`src/rtl/alu_bitserial_ctrl.sv`:
```
// Bit-serial sequencer for a single 1-bit ALU slice: streams operand bits LSB first,
// recirculates carry/borrow for ADD/SUB and assembles the WIDTH-bit result.
module alu_bitserial_ctrl #(
  parameter int WIDTH = 8
) (
  input  logic             clk,
  input  logic             reset,
  input  logic             start,
  input  logic [2:0]       op,
  input  logic [WIDTH-1:0] opa,
  input  logic [WIDTH-1:0] opb,
  output logic             slice_a,
  output logic             slice_b,
  output logic             slice_cin,
  output logic [2:0]       slice_op,
  input  logic             slice_r,
  input  logic             slice_cout,
  output logic             busy,
  output logic             done,
  output logic [WIDTH-1:0] result,
  output logic             carry,
  output logic             zero,
  output logic             err
);

  localparam int CW = $clog2(WIDTH);

  typedef enum logic [1:0] {
    IDLE = 2'b00,
    RUN  = 2'b01,
    DONE = 2'b10
  } state_t;

  state_t           state_q, state_d;
  logic [2:0]       op_q, op_d;
  logic [WIDTH-1:0] sa_q, sa_d;
  logic [WIDTH-1:0] sb_q, sb_d;
  logic [WIDTH-1:0] result_q, result_d;
  logic [CW-1:0]    cnt_q, cnt_d;
  logic             cy_q, cy_d;
  logic             carry_q, carry_d;
  logic             zero_q, zero_d;
  logic             err_q, err_d;

  logic illegal_s;
  logic arith_s;
  logic running_s;

  assign illegal_s = (op_q[2:1] == 2'b11);
  assign arith_s   = (op_q == 3'b010) || (op_q == 3'b011);
  assign running_s = (state_q == RUN);

  // Slice drive is decoded from registered state only; everything is parked at 0 outside RUN.
  assign slice_a   = running_s ? sa_q[0] : 1'b0;
  assign slice_b   = running_s ? sb_q[0] : 1'b0;
  assign slice_cin = (running_s && arith_s) ? cy_q : 1'b0;
  assign slice_op  = (running_s && !illegal_s) ? op_q : 3'b000;

  assign busy   = running_s;
  assign done   = (state_q == DONE);
  assign result = result_q;
  assign carry  = carry_q;
  assign zero   = zero_q;
  assign err    = err_q;

  // Next-state and datapath update.
  always_comb begin
    state_d  = state_q;
    op_d     = op_q;
    sa_d     = sa_q;
    sb_d     = sb_q;
    result_d = result_q;
    cnt_d    = cnt_q;
    cy_d     = cy_q;
    carry_d  = carry_q;
    zero_d   = zero_q;
    err_d    = err_q;
    case (state_q)
      IDLE, DONE: begin
        if (start) begin
          state_d  = RUN;
          op_d     = op;
          sa_d     = opa;
          sb_d     = opb;
          result_d = {WIDTH{1'b0}};
          cnt_d    = {CW{1'b0}};
          cy_d     = 1'b0;
          carry_d  = 1'b0;
          zero_d   = 1'b0;
          err_d    = 1'b0;
        end else if (state_q == DONE) begin
          state_d = IDLE;
        end else begin
          state_d = IDLE;
        end
      end
      RUN: begin
        // Illegal ops shift in zeros so the result lands at 0 with normal latency.
        result_d = {(slice_r & ~illegal_s), result_q[WIDTH-1:1]};
        sa_d     = {1'b0, sa_q[WIDTH-1:1]};
        sb_d     = {1'b0, sb_q[WIDTH-1:1]};
        cy_d     = arith_s ? slice_cout : 1'b0;
        cnt_d    = cnt_q + CW'(1);
        if (cnt_q == CW'(WIDTH - 1)) begin
          state_d = DONE;
          carry_d = cy_d;
          zero_d  = (result_d == {WIDTH{1'b0}});
          err_d   = illegal_s;
        end else begin
          state_d = RUN;
        end
      end
      default: begin
        state_d = IDLE;
      end
    endcase
  end

  // State and datapath registers with synchronous reset.
  always_ff @(posedge clk) begin
    if (reset) begin
      state_q  <= IDLE;
      op_q     <= 3'b000;
      sa_q     <= {WIDTH{1'b0}};
      sb_q     <= {WIDTH{1'b0}};
      result_q <= {WIDTH{1'b0}};
      cnt_q    <= {CW{1'b0}};
      cy_q     <= 1'b0;
      carry_q  <= 1'b0;
      zero_q   <= 1'b0;
      err_q    <= 1'b0;
    end else begin
      state_q  <= state_d;
      op_q     <= op_d;
      sa_q     <= sa_d;
      sb_q     <= sb_d;
      result_q <= result_d;
      cnt_q    <= cnt_d;
      cy_q     <= cy_d;
      carry_q  <= carry_d;
      zero_q   <= zero_d;
      err_q    <= err_d;
    end
  end

endmodule
```
`config.mk`:
```
export PLATFORM = sky130hd
export DESIGN_NAME = alu_bitserial_ctrl
export DESIGN_NICKNAME = d
export VERILOG_FILES = /design/src/rtl/alu_bitserial_ctrl.sv
export SDC_FILE = /design/constraint.sdc
export NUM_CORES = 1
export LEC_CHECK = 0
export CORE_MARGIN = 2
export CORE_UTILIZATION = 50
export DETAILED_ROUTE_END_ITERATION = 8
export MAX_ROUTING_LAYER = met4
export PLACE_DENSITY = 0.83
export SLEW_MARGIN = 40
export SYNTH_ARGS = -nofsm -noshare
export SYNTH_HDL_FRONTEND = slang
export SYNTH_SLANG_ARGS = --single-unit
export TNS_END_PERCENT = 10
```
`constraint.sdc`:
```
create_clock -name clk -period 4.76 [get_ports clk]
set_clock_uncertainty 0.15 [all_clocks]
set_input_delay 0.714 -clock clk [delete_from_list [all_inputs] [get_ports clk]]
set_output_delay 0.714 -clock clk [all_outputs]
set_load 0.005 [all_outputs]
```
==> impl_metrics.tcl, run 1 <==
set metrics [dict create \
    status "complete, no violations" \
    port-buffer-count 42 \
    grt_pass1_vias 1254 \
    post-route-util 0.6600 \
    power_frac_seq 0.585 \
    cts.path.max_buffers 2 \
    pre_cts_ws_ps 2003 \
    drive_gt1_frac 0.06222 \
    setup_ws_ps 1628 \
    antenna_found_initial 0 \
    fillers 266 \
    insertion_delay_ps 330 \
    hold_path.class "register to register" \
    ys_seq_area_frac 0.4664 \
    dieHeight_microns 59.59 \
    final_hold_viol_count 0 \
    die_w_microns 59.59 \
    p_sw_frac 0.2633 \
    area_growth_pct 28.26 \
    core_area_sq_um 3003 \
    post_cts_buffers 0 \
    synth_top_area_frac 0.4664 \
    synthTopCellsByArea "dfxtp_1 (47%), nand2_1 (11%), a311oi_1 (7.9%), a21oi_1 (5.8%), nand3_1 (5.2%)" \
    maxCapViolCount 0 \
    end_kind "output pin" \
    power.share.combinational 0.152 \
    gr-usage-all-layers 0.2140 \
    drc 0 \
    post_cts_resized 0 \
    post_drt_via_cell_ratio 5.543 \
    routed_wl_mm 3.386 \
    peakVddDrop_mv 0.1785 \
    synth_ff_type "dfxtp_1" \
    drt-pass1-iter-count 4 \
    setup_tns_ps 0 \
    cp-start-kind "register" \
    crit_fanout 36 \
    slew_headroom 0.7500 \
    cellPowerDensity_nw_per_um2 282.6 \
    numClockSinks 36 \
    synth.avg_cell_area_sq_um 8.219 \
    grt_start_max_net_pins 37 \
    p_leak_uw 0.0007287 \
    synth_area_leader_cell "dfxtp_1" \
    grt_pass1_wl_mm 5.520 \
    crit_start "state_q[1]$_SDFF_PP0_" \
    slew_violations 0 \
    hold_path.startpoint "op_q[0]$_SDFFE_PP0P_" \
    hpwlAfterDp_mm 2.193 \
    cts_buffers 5 \
    grt-ovfl-total 0 \
    num_vias 1430 \
    yosysUniqueCellTypes 30 \
    gp_congestion 0.7717 \
    synth_edf_count 0 \
    finish.net_count 251 \
    p_total_uw 560.2 \
    start_util 0.5146 \
    rsz0062_at_grt "false" \
    ys_ff_latch 36 \
    arrival_ps 2270 \
    rows 20 \
    ant_nets 0 \
    critPathKind "register to output pin" \
    tightestPinTransition_ps 375.0 \
    r2r_start "state_q[1]$_SDFF_PP0_" \
    synth_nets 214 \
    layout_min_cycle_time_ps 3132 \
    htree_levels 2 \
    setup_violations 0 \
    synth_cells 188 \
    cts_tree "built" \
    max_freq_mhz 319.3 \
    internal_power_uw 412.7 \
    drtIter0Drc 52 \
    syn_area_sq_um 1545 \
    fp.dieArea_sq_um 3551 \
    wl_per_cell_microns 13.12 \
    path_clk_slew_ps 100 \
    min_period_over_period 0.6579 \
    antenna-diode-count 0 \
    switching_power_uw 147.5 \
    cp.required_ps 3900 \
    pin_count 43 \
    ys.warnings.count 0 \
    clockPowerShare 0.263 \
    async_flop_share 0 \
    cts_hold_buf 0 \
    root_buffer "clkbuf_4" \
]
==> stage by stage <==
stage / hold WS, ps / instances / cell area, sq um
after floorplan: 281.9 / 188 / 1545
after global placement: 300.4 / 251 / 1936
after detailed placement: 303.8 / 251 / 1936
after CTS: 318.2 / 258 / 1982
after global routing: 329.7 / 258 / 1982
final: 317.8 / 258 / 1982
==> registers in the layout (all words and copies together), names as in the netlist <==
signal   flops
cy_q         1
result       8
carry        1
state_q      2
op_q         3
sa_q         8
zero         1
err          1
cnt_q        3
sb_q         8
==> power by group through the flow <==
stage / Clock [uW] / Sequential [uW] / Combinational, uW
2_1_floorplan: 0 / 332 / 55.7
3_3_place_gp: 0 / 334 / 83.7
3_5_place_dp: 0 / 334 / 85.0
4_1_cts: 152 / 328 / 85.5
5_1_grt: 165 / 330 / 95.0
6_report: 147 / 328 / 85.1
==> path summary, 6_finish.rpt <==
| path | end | slack [ps] | cells after the start |
|---|---|---|---|
| worst max-delay path | slice_op[0] | 1630 | 5 |
| worst max register to register | carry$_SDFFE_PP0P_ | 2970 | 5 |
| worst min register to register | op_q[0]$_SDFFE_PP0P_ | 320 | 2 |
| worst min-delay path | op_q[0]$_SDFFE_PP0P_ | 320 | 2 |
==> layer usage <==
metal | global-route usage | vias up | wire length (microns)
met3 | 0.08297 | 2 | 228
met1 | 0.2784 | 652 | 1573
met4 | 0.05714 | 0 | 17
li1 | - | 723 | -
met5 | - | - | 0
met2 | 0.3108 | 53 | 1567
==> layout by cell type, fill, tap and decap left out, drive strengths merged, types with 2 or more instances in the layout <==
| master | Yosys | routed |
|---|---|---|
| buf | 11 | 4 |
| a21oi | 19 | 19 |
| clkbuf | 5 | 6 |
| nor2 | 17 | 17 |
| nor2b | 3 | 3 |
| and2 | 3 | 3 |
| nand2 | 46 | 46 |
| nand3 | 17 | 17 |
| a311oi | 14 | 14 |
| dfxtp | 36 | 36 |
| ha | 2 | 2 |
| nand2b | 3 | 3 |
| clkdlybuf4s50 | 0 | 42 |
==> kinds of logic (layout without fill, tap and decap cells) <==
| kind of cell | count (synthesis) | in the layout | share of synthesized area |
|---|---|---|---|
| and+or+nand+nor | 96 | 96 | 0.2826 |
| AOI/OAI and AO/OA | 37 | 37 | 0.1668 |
| DFF | 36 | 36 | 0.4664 |
| buffers and inverters | 17 | 54 | 0.06801 |
| adders and majority gates | 2 | 2 | 0.01619 |
==> synthesized netlist by cell type (all sizes together) (2+ instances only) <==
| cell type | instances |
|---|---|
| dfxtp | 36 |
| clkbuf | 5 |
| nand2b | 3 |
| nand3 | 17 |
| nor2 | 17 |
| a311oi | 14 |
| buf | 11 |
| and2 | 3 |
| nand2 | 46 |
| nor2b | 3 |
| a21oi | 19 |
| ha | 2 |
==> worst max-delay path, cell delays in order (launching register included) <==
cell             delay (ps)
dfxtp_1                 350
nand2b_1                320
buf_4                   400
inv_2                   210
and3_1                  210
clkdlybuf4s50_1         430
==> cell type report <==
type                            count  area [sq um]  area share
Clock buffer                        6         41.29     0.02083
Clock inverter                      1         5.005    0.002525
Inverter                            1         3.754    0.001894
Multi-Input combinational cell    135         719.4      0.3630
Sequential cell                    36         720.7      0.3636
Tap cell                           33         41.29     0.02083
Timing Repair Buffer               46         450.4      0.2273
Power figures use the tool's default switching activity.
==> inputs of run 2 (changes only) <==
- CORE_UTILIZATION: 50 -> 42
- PLACE_DENSITY: 0.83 -> 0.74
- clock period: 4.76 -> 2.77 ns (I/O delays scaled with it)
==> impl_metrics.tcl, run 2 (synthesis gave the netlist of run 1 again) <==
set metrics [dict create \
    status "complete, no violations" \
    root_buffer "clkbuf_8" \
    setup_tns_ps 0 \
    hold_path.class "register to register" \
    drive_gt1_frac 0.07489 \
    dr_wl_met2_mm 1.494 \
    drc 0 \
    core_area_sq_um 3606 \
    ant_nets 0 \
    whs_ps 314.7 \
    cp-start-kind "register" \
    cp.depth 4 \
    gp_congestion 0.7630 \
    antenna_found_initial 0 \
    cts_tree "built" \
    cellPowerDensity_nw_per_um2 531.2 \
    drtIter0Drc 115 \
    grt_start_max_net_pins 37 \
    grt-ovfl-total 0 \
    wl_met1_mm 1.721 \
    timing.critical_path.buf_inv 2 \
    post_drt_via_cell_ratio 5.189 \
    routed_wl_mm 3.515 \
    numClockSinks 36 \
    gr-usage-all-layers 0.1852 \
    end_kind "output pin" \
    grt_pass1_wl_mm 5.775 \
    path_clk_slew_ps 70 \
    post_cts_buffers 0 \
    dieHeight_microns 64.66 \
    critical_path.cell_chain "nand2b_1 -> buf_4 -> nor3b_1 -> clkdlybuf4s50_1" \
    layout_min_cycle_time_ps 2361 \
    grt_pass1_vias 1218 \
    p_total_uw 1098 \
    max_freq_mhz 423.6 \
    cts_buffers 5 \
    fp.dieArea_sq_um 4180 \
    worst-r2r-cell-count 5 \
    cp.required_ps 2200 \
    cts.path.max_buffers 2 \
    rsz0062_at_grt "false" \
    path_delay_family "buffers and inverters" \
    wl_met3_microns 224 \
    port-buffer-count 42 \
    num_vias 1427 \
    drt-pass1-iter-count 5 \
    start_util 0.4285 \
    slew_violations 0 \
    final_common_cell "nand2_1" \
    cpPeakStageDelay_ps 540 \
    critPathKind "register to output pin" \
    setup_violations 0 \
    insertion_delay_ps 290 \
    final_cell_mix "nand2_1 (46), clkdlybuf4s50_1 (42), dfxtp_1 (36), a21oi_1 (18), nor2_1 (17)" \
    die_w_microns 64.66 \
    cts_hold_buf 0 \
    post_cts_resized 0 \
    cpMaxStageDelayCell "clkdlybuf4s50_1" \
    hpwlAfterDp_mm 2.263 \
    finish.net_count 252 \
    final_hold_viol_count 0 \
    maxCapViolCount 0 \
    peakVddDrop_mv 0.3896 \
    crit_fanout 20 \
    post-route-util 0.5732 \
    wl_per_cell_microns 12.78 \
    p_leak_uw 0.0007611 \
    rows 22 \
    antenna-diode-count 0 \
    tightestPinTransition_ps 431.9 \
    pin_count 43 \
    hold_path_depth 2 \
    area_growth_pct 33.77 \
    htree_levels 2 \
    ff2ff_setup_slack_ps 1030 \
    arrival_ps 1800 \
    slew_headroom 0.7120 \
    routed.top_layer "met4" \
    min_period_over_period 0.8522 \
]
[run 2: per-layer routing]
| layer | track usage | up-vias |
|---|---|---|
| li1 | - | 723 |
| met5 | - | - |
| met4 | 0.09574 | 0 |
| met1 | 0.2454 | 643 |
| met3 | 0.05035 | 7 |
| met2 | 0.2578 | 54 |
[run 2: where the power goes]
group          switching [uW]  internal (uW)
Sequential               16.9            546
Combinational            77.9           74.0
Clock                     185            198
[run 2: layout make-up]
type | instances | area, sq um
Multi-Input combinational cell | 135 | 719.4
Fill cell | 335 | 1539
Sequential cell | 36 | 720.7
Timing Repair Buffer | 47 | 470.5
Inverter | 1 | 3.754
Tap cell | 48 | 60.06
Clock buffer | 6 | 82.58
Clock inverter | 2 | 10.01
[run 2: tightest hold or removal path: cells and delay by family (launching register included)]
kind / cells / cell delay [ps]
AOI/OAI and AO/OA: 1 / 40
DFF: 1 / 320
and+or+nand+nor: 1 / 60
[run 2: metrics by stage]
step           setup WS [ps]  instances  area [sq um]
5_1_grt                225.2        275          2067
3_3_place_gp           707.2        267          1974
3_5_place_dp           646.9        267          1974
4_1_cts                381.2        275          2067
2_1_floorplan           1095        188          1545
6_report               409.5        275          2067
[run 2: final timing paths]
path / from / to
worst max-delay path: state_q[0]$_SDFF_PP0_ / slice_op[2]
worst min-delay path: zero$_SDFFE_PP0P_ / zero$_SDFFE_PP0P_
worst max register to register: cnt_q[0]$_SDFFE_PP0P_ / zero$_SDFFE_PP0P_
worst min register to register: zero$_SDFFE_PP0P_ / zero$_SDFFE_PP0P_
==> inputs of run 3 (changes only) <==
- ABC_AREA: default -> 1
- CORE_UTILIZATION: 42 -> 43
- SKIP_CTS_REPAIR_TIMING: default -> 1
==> impl_metrics.tcl, run 3 <==
set metrics [dict create \
    status "complete, no violations" \
    synth_nets 241 \
    start_util 0.4535 \
    ys_ff_latch 36 \
    final_cell_mix "clkdlybuf4s50_1 (42), dfxtp_1 (36), nor2_1 (30), nand2_1 (27), nor3_1 (22)" \
    async_flop_share 0 \
    fillers 354 \
    worstHoldEndpoint "sb_q[7]$_SDFFE_PP0P_" \
    maxCapViolCount 0 \
    drive_gt1_frac 0.1451 \
    post_drt_via_cell_ratio 4.785 \
    ant_nets 0 \
    die_w_microns 66.61 \
    max_freq_mhz 432.5 \
    synth_area_leader_cell "dfxtp_1" \
    hold_path_depth 2 \
    drtIter0Drc 52 \
    slew_headroom 0.6371 \
    grt_start_max_net_pins 28 \
    hold_path.startpoint "sb_q[7]$_SDFFE_PP0P_" \
    pin_count 43 \
    peakVddDrop_mv 0.3358 \
    cellPowerDensity_nw_per_um2 524.0 \
    ys.warnings.count 0 \
    rsz0062_at_grt "false" \
    cp.required_ps 2200 \
    num_vias 1450 \
    critPathKind "register to output pin" \
    insertion_delay_ps 290 \
    slew_violations 0 \
    synth_edf_count 0 \
    yosysUniqueCellTypes 26 \
    min_period_over_period 0.8348 \
    crit_fanout 27 \
    synth.avg_cell_area_sq_um 7.839 \
    final_hold_viol_count 0 \
    synth_top_area_frac 0.4276 \
    grt-ovfl-total 0 \
    gr-usage-all-layers 0.1864 \
    regArea_sq_um 720.7 \
    finish.net_count 280 \
    multi_input_area_sq_um 784.5 \
    cp-start-kind "register" \
    cts.path.max_buffers 2 \
    p_leak_uw 0.0008314 \
    gp_congestion 0.8147 \
    core_area_sq_um 3716 \
    crit_start "state_q[0]$_SDFF_PP0_" \
    port-buffer-count 42 \
    r2r_start "state_q[0]$_SDFF_PP0_" \
    drc 0 \
    tightestPinTransition_ps 543.8 \
    setup_violations 0 \
    hold_path.class "register to register" \
    r2r_end "sb_q[0]$_SDFFE_PP0P_" \
    fp.dieArea_sq_um 4436 \
    root_buffer "clkbuf_8" \
    synth_most_common_cell "dfxtp_1" \
    antenna_found_initial 0 \
    area_growth_pct 28.51 \
    ys_seq_area_frac 0.4276 \
    grt_pass1_vias 1387 \
    synth.top_cells.by_count "dfxtp_1 (36), nor2_1 (30), nand2_1 (27), nor3_1 (22), inv_1 (17)" \
    setup_tns_ps 0 \
    cts_buffers 5 \
    drt-pass1-iter-count 4 \
    end_kind "output pin" \
    synthTopCellsByArea "dfxtp_1 (43%), nor2_1 (6.7%), nor3_1 (6.5%), nand2_1 (6.0%), a21oi_2 (5.2%)" \
    p_total_uw 1135 \
    wl_per_cell_microns 11.43 \
    path_clk_slew_ps 70 \
    htree_levels 2 \
    antenna-diode-count 0 \
    ff2ff_setup_slack_ps 1230 \
    numClockSinks 36 \
    cts_tree "built" \
    synth_cells 215 \
    synth_ff_type "dfxtp_1" \
    grt_pass1_wl_mm 6.078 \
    dieHeight_microns 66.61 \
    rows 22 \
    routed_wl_mm 3.464 \
    worst-r2r-cell-count 7 \
    arrival_ps 1750 \
    final_common_cell "clkdlybuf4s50_1" \
    hpwlAfterDp_mm 2.283 \
    layout_min_cycle_time_ps 2312 \
    syn_area_sq_um 1685 \
]
## run 3: stage by stage
| stage | utilization | area [sq um] | setup slack [ps] | cells | hold WS (ps) |
|---|---|---|---|---|---|
| after floorplan | - | 1685 | 1288 | 215 | 278.8 |
| after global placement | 0.5586 | 2076 | 790.0 | 295 | 299.2 |
| after detailed placement | 0.5586 | 2076 | 756.2 | 295 | 300.6 |
| after CTS | 0.5828 | 2166 | 440.4 | 303 | 311.8 |
| after global routing | 0.5828 | 2166 | 299.1 | 303 | 335.7 |
| final | 0.5828 | 2166 | 457.6 | 303 | 308.7 |
## run 3: area by class of cell
cell class,instances,share of cell area
Clock buffer,8,0.04159
Inverter,20,0.03813
Multi-Input combinational cell,148,0.3622
Sequential cell,36,0.3328
Tap cell,48,0.02773
Timing Repair Buffer,43,0.1976
## run 3: worst max path at each step
stage / to / slack (ps) / depth (start not counted)
6_report: busy / 460 / 3
5_1_grt: busy / 300 / 3
4_1_cts: busy / 440 / 3
3_5_place_dp: busy / 760 / 3
3_3_place_gp: busy / 790 / 3
2_1_floorplan: slice_cin / 1290 / 3
## run 3: cells by family after synthesis
kind of cell,Yosys count,share of synthesized area
compound gates,31,0.1188
fa+ha+maj,2,0.01485
buf+inv,31,0.1069
flops,36,0.4276
simple gates,115,0.3319
## run 3: power by group
group / switching (uW) / total, uW / internal, uW
clock: 177 / 380 / 203
sequential: 17.9 / 569 / 551
combinational: 102 / 186 / 83.5
total: 297 / 1140 / 838
## run 3: worst max-delay path, stage by stage (launching register included)
cell and delay (ps):
dfxtp_1 430, nand2_4 200, inv_4 270, clkdlybuf4s50_1 550
## run 3: routing by layer
metal	track usage	vias up	routed length [microns]
met5	-	-	0
met4	0.06122	0	53
met3	0.05574	6	193
met2	0.2975	38	1580
met1	0.2257	640	1637
li1	-	766	-
